$ cat config.mk
export PLATFORM = sky130hd
export DESIGN_NAME = aes_encrypt_seq
export DESIGN_NICKNAME = d
export VERILOG_FILES = /design/src/rtl/aes_encrypt_seq.sv
export SDC_FILE = /design/constraint.sdc
export NUM_CORES = 2
export LEC_CHECK = 0
export CELL_PAD_IN_SITES_DETAIL_PLACEMENT = 1
export CELL_PAD_IN_SITES_GLOBAL_PLACEMENT = 2
export CORE_ASPECT_RATIO = 1.2
export CORE_UTILIZATION = 37
export DETAILED_ROUTE_END_ITERATION = 12
export PLACE_DENSITY_LB_ADDON = 0.1
export SLEW_MARGIN = 40
export SYNTH_ARGS = -nofsm -noshare
export SYNTH_HDL_FRONTEND = slang
export SYNTH_SLANG_ARGS = --single-unit
$ cat constraint.sdc
create_clock -name clk -period 6.6 [get_ports clk]
set_input_delay 0.99 -clock clk [delete_from_list [all_inputs] [get_ports clk]]
set_output_delay 0.99 -clock clk [all_outputs]
set_load 0.05 [all_outputs]
$ cat src/rtl/aes_encrypt_seq.sv
// aes_encrypt_seq: iterative AES-128/AES-256 encryption core.
// One full round is computed per clock. The key schedule is expanded on the fly
// next to the round datapath, so no round keys are ever stored.
module aes_encrypt_seq #(
    parameter int KEY_LEN = 128
) (
    input  logic               clk,
    input  logic               rst_n,
    input  logic               in_valid,
    output logic               in_ready,
    input  logic [127:0]       plaintext,
    input  logic [KEY_LEN-1:0] key,
    output logic               out_valid,
    input  logic               out_ready,
    output logic [127:0]       ciphertext,
    output logic               busy
);

    localparam int NR = (KEY_LEN == 256) ? 14 : 10;
    localparam logic [3:0] LAST_RND = NR[3:0];

    // Forward S-box, entry 0 first (leftmost), so SBOX[b] is S(b).
    localparam logic [0:255][7:0] SBOX = {
        128'h637c777bf26b6fc53001672bfed7ab76,
        128'hca82c97dfa5947f0add4a2af9ca472c0,
        128'hb7fd9326363ff7cc34a5e5f171d83115,
        128'h04c723c31896059a071280e2eb27b275,
        128'h09832c1a1b6e5aa0523bd6b329e32f84,
        128'h53d100ed20fcb15b6acbbe394a4c58cf,
        128'hd0efaafb434d338545f9027f503c9fa8,
        128'h51a3408f929d38f5bcb6da2110fff3d2,
        128'hcd0c13ec5f974417c4a77e3d645d1973,
        128'h60814fdc222a908846eeb814de5e0bdb,
        128'he0323a0a4906245cc2d3ac629195e479,
        128'he7c8376d8dd54ea96c56f4ea657aae08,
        128'hba78252e1ca6b4c6e8dd741f4bbd8b8a,
        128'h703eb5664803f60e613557b986c11d9e,
        128'he1f8981169d98e949b1e87e9ce5528df,
        128'h8ca1890dbfe6426841992d0fb054bb16
    };

    typedef enum logic [1:0] {
        ST_IDLE = 2'd0,
        ST_RUN  = 2'd1,
        ST_DONE = 2'd2
    } fsm_t;

    fsm_t               fsm_q;
    fsm_t               fsm_d;
    logic [127:0]       blk_q;
    logic [KEY_LEN-1:0] key_q;
    logic [3:0]         rnd_q;
    logic [7:0]         rcon_q;

    logic               accept;
    logic [127:0]       shifted;
    logic [127:0]       mixed;
    logic [127:0]       round_out;
    logic [127:0]       round_key;
    logic [KEY_LEN-1:0] key_next;
    logic               rcon_step;

    function automatic logic [7:0] sbox(input logic [7:0] b);
        return SBOX[b];
    endfunction

    // Multiply by x in GF(2^8); also used to step Rcon.
    function automatic logic [7:0] xtime(input logic [7:0] b);
        return {b[6:0], 1'b0} ^ (b[7] ? 8'h1b : 8'h00);
    endfunction

    function automatic logic [31:0] sub_word(input logic [31:0] w);
        return {sbox(w[31:24]), sbox(w[23:16]), sbox(w[15:8]), sbox(w[7:0])};
    endfunction

    function automatic logic [31:0] rot_word(input logic [31:0] w);
        return {w[23:0], w[31:24]};
    endfunction

    function automatic logic [127:0] sub_bytes(input logic [127:0] s);
        logic [127:0] r;
        for (int i = 0; i < 16; i++) begin
            r[127-8*i -: 8] = sbox(s[127-8*i -: 8]);
        end
        return r;
    endfunction

    // Byte n of the block is row n%4, column n/4; row r rotates left by r columns.
    function automatic logic [127:0] shift_rows(input logic [127:0] s);
        logic [127:0] r;
        for (int c = 0; c < 4; c++) begin
            for (int rw = 0; rw < 4; rw++) begin
                r[127-8*(4*c+rw) -: 8] = s[127-8*(4*((c+rw)%4)+rw) -: 8];
            end
        end
        return r;
    endfunction

    function automatic logic [31:0] mix_column(input logic [31:0] col);
        logic [7:0] a0, a1, a2, a3;
        {a0, a1, a2, a3} = col;
        return {xtime(a0) ^ xtime(a1) ^ a1 ^ a2 ^ a3,
                a0 ^ xtime(a1) ^ xtime(a2) ^ a2 ^ a3,
                a0 ^ a1 ^ xtime(a2) ^ xtime(a3) ^ a3,
                xtime(a0) ^ a0 ^ a1 ^ a2 ^ xtime(a3)};
    endfunction

    function automatic logic [127:0] mix_columns(input logic [127:0] s);
        logic [127:0] r;
        for (int c = 0; c < 4; c++) begin
            r[127-32*c -: 32] = mix_column(s[127-32*c -: 32]);
        end
        return r;
    endfunction

    assign accept = in_valid && (fsm_q == ST_IDLE);

    // One AES round on the block register; the final round skips MixColumns.
    always_comb begin
        shifted   = shift_rows(sub_bytes(blk_q));
        mixed     = mix_columns(shifted);
        round_out = ((rnd_q == LAST_RND) ? shifted : mixed) ^ round_key;
    end

    generate
        if (KEY_LEN == 256) begin : g_key256
            // The key register is a sliding 8-word window {older 4 words, newer 4 words}.
            // Round 1 uses the newer half as loaded; every later round derives the next
            // 4 words with the single 4-S-box key path and shifts the window by 4 words.
            // Even rounds use RotWord+SubWord+Rcon, odd rounds SubWord only.
            logic [31:0] sw_in, t, n0, n1, n2, n3;

            // Derive the next 4 schedule words and pick this round's key.
            always_comb begin
                sw_in = rnd_q[0] ? key_q[31:0] : rot_word(key_q[31:0]);
                t     = sub_word(sw_in) ^ (rnd_q[0] ? 32'h0 : {rcon_q, 24'h0});
                n0    = key_q[255:224] ^ t;
                n1    = key_q[223:192] ^ n0;
                n2    = key_q[191:160] ^ n1;
                n3    = key_q[159:128] ^ n2;
                if (rnd_q == 4'd1) begin
                    round_key = key_q[127:0];
                    key_next  = key_q;
                end else begin
                    round_key = {n0, n1, n2, n3};
                    key_next  = {key_q[127:0], n0, n1, n2, n3};
                end
                rcon_step = ~rnd_q[0];
            end
        end else if (KEY_LEN == 128) begin : g_key128
            logic [31:0] t, n0, n1, n2, n3;

            // Each round key is the previous one advanced with RotWord+SubWord+Rcon.
            always_comb begin
                t         = sub_word(rot_word(key_q[31:0])) ^ {rcon_q, 24'h0};
                n0        = key_q[127:96] ^ t;
                n1        = key_q[95:64]  ^ n0;
                n2        = key_q[63:32]  ^ n1;
                n3        = key_q[31:0]   ^ n2;
                round_key = {n0, n1, n2, n3};
                key_next  = {n0, n1, n2, n3};
                rcon_step = 1'b1;
            end
        end else begin : g_bad_key_len
            $error("aes_encrypt_seq: KEY_LEN must be 128 or 256");
        end
    endgenerate

    // FSM state register.
    always_ff @(posedge clk or negedge rst_n) begin
        if (!rst_n) begin
            fsm_q <= ST_IDLE;
        end else begin
            fsm_q <= fsm_d;
        end
    end

    // Next-state logic: accept in IDLE, run Nr rounds, hold result until taken.
    always_comb begin
        fsm_d = fsm_q;
        case (fsm_q)
            ST_IDLE: if (in_valid)            fsm_d = ST_RUN;
            ST_RUN:  if (rnd_q == LAST_RND)   fsm_d = ST_DONE;
            ST_DONE: if (out_ready)           fsm_d = ST_IDLE;
            default:                          fsm_d = ST_IDLE;
        endcase
    end

    // Handshake and status outputs decode only the registered FSM state.
    always_comb begin
        in_ready  = (fsm_q == ST_IDLE);
        busy      = (fsm_q == ST_RUN);
        out_valid = (fsm_q == ST_DONE);
    end

    // Block, key window, round counter and Rcon: load on accept, step once per round.
    always_ff @(posedge clk or negedge rst_n) begin
        if (!rst_n) begin
            blk_q  <= '0;
            key_q  <= '0;
            rnd_q  <= '0;
            rcon_q <= '0;
        end else if (accept) begin
            blk_q  <= plaintext ^ key[KEY_LEN-1 -: 128];
            key_q  <= key;
            rnd_q  <= 4'd1;
            rcon_q <= 8'h01;
        end else if (fsm_q == ST_RUN) begin
            blk_q  <= round_out;
            key_q  <= key_next;
            rnd_q  <= rnd_q + 4'd1;
            if (rcon_step) begin
                rcon_q <= xtime(rcon_q);
            end
        end
    end

    assign ciphertext = blk_q;

endmodule
-- Word level (Yosys, flattened, before mapping)
Memory sizes are Yosys's and may differ from the RTL's.
Cells that the tools add are included.
- word-level logic and storage cells: 234
- bits of input ports: 260
- output and inout bits: 131
- memory bits (read-only): 40960
- register bits: 270
- memories: 20
- reductions and logical operators: 4
- add/sub/neg operators: 1
- multiplexer cells: 70
- magnitude comparators: 20
- equality and inequality tests: 6
- bitwise operators: 108
- memories (memory ; words ; width ; rd ports ; clocked after memory_dff ; write ports ; line ; source):
    (name not given) ; 256 ; 8 ; 1 ; 0 ; 0 ; 64 ; return SBOX[b];
    (name not given) ; 256 ; 8 ; 1 ; 0 ; 0 ; 64 ;
    (name not given) ; 256 ; 8 ; 1 ; 0 ; 0 ; 64 ;
    (name not given) ; 256 ; 8 ; 1 ; 0 ; 0 ; 64 ;
    (name not given) ; 256 ; 8 ; 1 ; 0 ; 0 ; 64 ;
    (name not given) ; 256 ; 8 ; 1 ; 0 ; 0 ; 64 ;
    14 more memories ; - ; - ; - ; - ; - ; - ;
- operators by type and width (operator ; count):
    2-to-1 mux 128 bit ; 5
    XOR 8 bit ; 64
    2-to-1 mux 8 bit ; 42
    XOR 128 bit ; 2
    greater-or-equal comparator 9 bit, second input constant ; 20
    NOT 8 -> 9 bit ; 20
    XOR 32 bit ; 5
    XOR 8 x 5 -> 8 bit ; 17
    2-to-1 mux 5 bit ; 17
    2-to-1 mux 4 bit ; 2
    2-to-1 mux 2 bit ; 3
    case mux 2 bit (3 select lines) ; 1
    adder 4 x 1 -> 4 bit, second input constant ; 1
    == test 4 bit, second input constant ; 1
    != test 2 x 1 -> 1 bit, second input constant ; 2
    AND reduction 3 bit ; 1
    == test 2 x 1 -> 1 bit, second input constant ; 1
    == test 2 bit, second input constant ; 1
    zero test 2 bit ; 1
    != test 2 bit, second input constant ; 1
    nonzero test 2 bit ; 1
    logical AND 1 bit ; 1

-- Logic depth before layout (Yosys ltp)
- depth in word-level cells: 14
- depth in mapped cells: 19

-- Worst setup path before layout
OpenSTA, ideal clock, no wires.
- path kind: register to register
- from: register blk_q[105], in the netlist ciphertext[105]
- to: register blk_q[49], in the netlist ciphertext[49]
- period minus slack after synthesis: 5.025 ns
- arrival: 4.889 ns
- path slack: 1.575 ns
- required time: 6.464 ns
- buffers on the path: 4
- stages on the path, launching flop included: 18
- cells stage by stage: dfrtp_1 -> clkbuf_1 -> clkbuf_1 -> clkbuf_1 -> inv_1 -> ha_1 -> buf_2 -> or2_2 -> a21oi_1 -> a21oi_1 -> mux4_2 -> mux4_2 -> xor2_1 -> xor2_1 -> xnor3_1 -> xnor2_1 -> a221oi_1 -> a21oi_1
- word-level cells in the longest chain between the ends: 13
- RTL lines (what ; line ; source):
    start: declaration ; 50 ; logic [127:0] blk_q;
    start signal: assignment ; 204 ; blk_q <= plaintext ^ key[KEY_LEN-1 -: 128];
    start signal: assignment ; 209 ; blk_q <= round_out;
    NOT 8 -> 9 bit (not written as such) (*) ; 64 ;
    memory read (256 x 8 bit) (*) ; - ;
    2-to-1 mux 8 bit (not written as such) (*) (2 in a row) ; 64 ;
    2-to-1 mux 5 bit ; 69 ; return {b[6:0], 1'b0} ^ (b[7] ? 8'h1b : 8'h00);
    XOR 8 x 5 -> 8 bit ; 69 ;
    XOR 8 bit ; 103 ; a0 ^ xtime(a1) ^ xtime(a2) ^ a2 ^ a3,
    XOR 8 bit (*) (2 in a row) ; 103 ;
    2-to-1 mux 128 bit (*) ; 122 ; round_out = ((rnd_q == LAST_RND) ? shifted : mixed) ^ round_key;
    XOR 128 bit (*) ; 122 ;
    2-to-1 mux 128 bit (*) ; 208 ; end else if (fsm_q == ST_RUN) begin
    2-to-1 mux 128 bit (*) ; 203 ; end else if (accept) begin
Mark *: on every way between the ends. The rest lies on a longest branch, timed or not. The select of a mux whose other input is x is not followed.
A chain may end at the register's enable or synchronous reset.

-- Worst setup path in the final report
- from: register blk_q[98], in the netlist ciphertext[98]
- to: register blk_q[65], in the netlist ciphertext[65]
- word-level cells in the longest chain between the ends: 11
- RTL lines (what ; line ; source):
    NOT 8 -> 9 bit (not written as such) (*) ; 64 ;
    memory read (256 x 8 bit) (*) ; - ;
    2-to-1 mux 8 bit (not written as such) (*) (2 in a row) ; 64 ;
    2-to-1 mux 5 bit ; 69 ;
    XOR 8 x 5 -> 8 bit ; 69 ;
    XOR 8 bit ; 105 ; xtime(a0) ^ a0 ^ a1 ^ a2 ^ xtime(a3)};
    2-to-1 mux 128 bit (*) ; 122 ;
    XOR 128 bit (*) ; 122 ;
    2-to-1 mux 128 bit (*) ; 208 ;
    2-to-1 mux 128 bit (*) ; 203 ;
Marks and branches as above.

==> flow_summary.ini <==
[outcome]
status = completed

[floorplanning]
start_util_pct = 37.4
die_h_um = 542
coreArea_um2 = 241000
num_rows = 197
pin_count = 391
die-area_um2 = 245000
die_w_um = 452

[routing]
first_iter_violations = 18300
route.detailed.drc = 0
via_per_inst = 7.47
drtPass1Iterations = 8
drtAntennaViolNets = 0
vias = 116000
routed_wl_mm = 601
wire_per_inst_um = 38.8

[sta]
fmax_mhz = 159
hold_viol = 0
slew_headroom_pct = 31.7
finalCritPeriodShare_pct = 95.1
fin_setup_tns_ns = 0
setup_viol = 0
drv_slew = 0
worst_pin_slew_ns = 0.998
fin_crit_ns = 6.27
finalClockSkew_ns = 0.0307
rsz0062_at_grt = false

[clock_tree]
clockBufferDepth = 3
post_cts.repair.setup_buffers = 0
cts-root-buf = clkbuf_16
cts_resized = 0
cts_sinks = 270
htreeDepth = 2
cts.hold.buffers_added = 0
cts_buffers = 40
cts_tree = built
clk_pin_slew_worst_paths_ns = 0.06
clk_latency_ns = 0.66

[global_routing]
grt_usage_pct = 46.7
grt_pass1_wl_mm = 851
grt_antenna_before_repair = 39
grt_max_degree = 139
grt-ovfl-total = 0
grt_pass1_vias = 111000

[logic_synthesis]
yosys.area_share.simple_pct = 24.2
synth_common_cells = a21oi_1 (1033), o21ai_0 (1027), nand2_1 (1026), clkbuf_1 (828), nor2_1 (817)
synth_top_area_share_pct = 7.51
yosys_warnings = 0
synth.mux.area_fraction_pct = 8.91
synthCells = 12800
syn_area_um2 = 90000
yosysUniqueCellTypes = 122
synth-xor-area-share_pct = 10.4
synth.largest_area_cell = dfrtp_1
syn_area_per_cell_um2 = 7.01
synthArstFlopShare_pct = 100
synth_nets = 13400
synth-compound-area-share_pct = 36.6
yosysSeqAreaShare_pct = 7.51
synth.most_common_cell = a21oi_1
ys.flop_type = dfrtp_1
synth.area.top_cells = dfrtp_1 (7.5%), mux4_2 (6.7%), a21oi_1 (5.7%), o21ai_0 (5.7%), xnor2_1 (5.6%)
synth_top_family_by_area = compound AO/OA/AOI/OAI gates
synth-edff-count = 0
synthAdderAreaFrac_pct = 4.03
synth-seq-cells = 270

[finish]
drive_above_1_share_pct = 10.8
final_nets = 12800
finalNonFillerCells = 15500
multiInputGateArea_um2 = 76100
area_delta_synth_final_pct = 8.16
design_area_um2 = 97300
fill_cells = 29900
seqCellArea_um2 = 6940
utilization_pct = 40.4

[place]
routabilityCongestion = 1.10
dp.cells = 15400
post_dp_cell_area_um2 = 95800
place_hpwl_mm = 444
io_buffer_count = 390

[setup_path]
critPathKind = flop to flop
crit_path_cell_trace = clkinv_1 > ha_1 > nand2b_1 > o311ai_0 > a311oi_1 > a211oi_1 > o221ai_1 > buf_4 > xnor2_2 > xor3_1 > xnor3_1 > o21ai_1 > xnor2_1 > a221oi_1
cpPeakStageDelay_ns = 0.86
worst-path-buf-inv = 2
worstSetupEndpointType = flop
slowest_stage = dfrtp_2
critPathLaunchType = flop
path_max_fanout = 31
required_ns = 7.08
crit_arrival_ns = 6.75
cp_top_family = compound AO/OA/AOI/OAI gates

[flow_run]
max_cap_viol_count = 0

[min_path]
hp-class = input port to async pin
==> metal layers <==
layer / GRT usage (%) / part of all wire (%) / vias to the layer above
met5: 0 / 0.040 / -
met4: 37.0 / 9.9 / 32
met3: 11.0 / 11 / 2336
met2: 71.3 / 43 / 8821
met1: 56.0 / 36 / 57200
li1: - / - / 47300
==> cell type report <==
| cell class | count | share of cell area, % |
|---|---|---|
| Antenna cell | 17 | 0.0437 |
| Clock buffer | 60 | 1.18 |
| Clock inverter | 13 | 0.162 |
| Inverter | 226 | 0.886 |
| Multi-Input combinational cell | 10800 | 78.3 |
| Sequential cell | 270 | 7.13 |
| Tap cell | 3184 | 4.09 |
| Timing Repair Buffer | 902 | 8.25 |
==> worst register-to-register path: stages, from the launching register on <==
cell and delay [ns]:
dfrtp_2 0.86, clkinv_1 0.83, ha_1 0.53, nand2b_1 0.16
o311ai_0 0.19, a311oi_1 0.23, a211oi_1 0.70, o221ai_1 0.38
buf_4 0.29, xnor2_2 0.42, xor3_1 0.33, xnor3_1 0.26
o21ai_1 0.13, xnor2_1 0.64, a221oi_1 0.18
==> kinds of logic after synthesis <==
family | after synthesis
AO/OA/AOI/OAI | 4817
adder cells (fa/ha/maj) | 290
buffers and inverters | 1746
XOR/XNOR | 926
flip-flops | 270
multiplexers | 458
AND/OR/NAND/NOR | 4334
==> path summary, 6_finish.rpt <==
check	start	end	slack (ns)	depth (start not counted)
worst min register to register	key_q[114]	key_q[114]	0.53	1
worst max-delay path	ciphertext[98]	ciphertext[65]	0.33	14
worst min-delay path	rst_n	key_q[5]	0.18	1
worst max register to register	ciphertext[98]	ciphertext[65]	0.33	14
min in group clk	key_q[114]	key_q[114]	0.53	1
max in group asynchronous	rst_n	ciphertext[27]	4.68	3
==> layout by cell type (no fill, tap or decap), types with 219 or more instances in the layout <==
cell             instances
nand2_1               1022
xor2_1                 249
clkdlybuf4s50_1        389
xnor2_1                550
mux4_2                 268
o21ai_0               1023
nor2_1                 807
nor2b_1                382
a211oi_1               219
nor3_1                 469
o211ai_1               247
a21oi_1               1032
a31oi_1                293
nand3_1                454
ha_1                   289
buf_4                  487
nand2b_1               440
==> sequential cells by signal, indices dropped and copies added, names as in the netlist <==
name	flops
ciphertext	128
key_q	128
rcon_q	8
rnd_q	4
fsm_q	2
==> per-stage QoR <==
stage	hold slack [ns]	setup WS [ns]
final	0.184	0.327
after global routing	0.220	0.487
after CTS	0.370	0.762
after detailed placement	0.505	0.771
after global placement	0.473	0.276
after floorplan	0.457	1.58
Power is left out: the tool's default activity adds up to more than one toggle a clock period on the data nets, which glitch-free logic cannot reach.
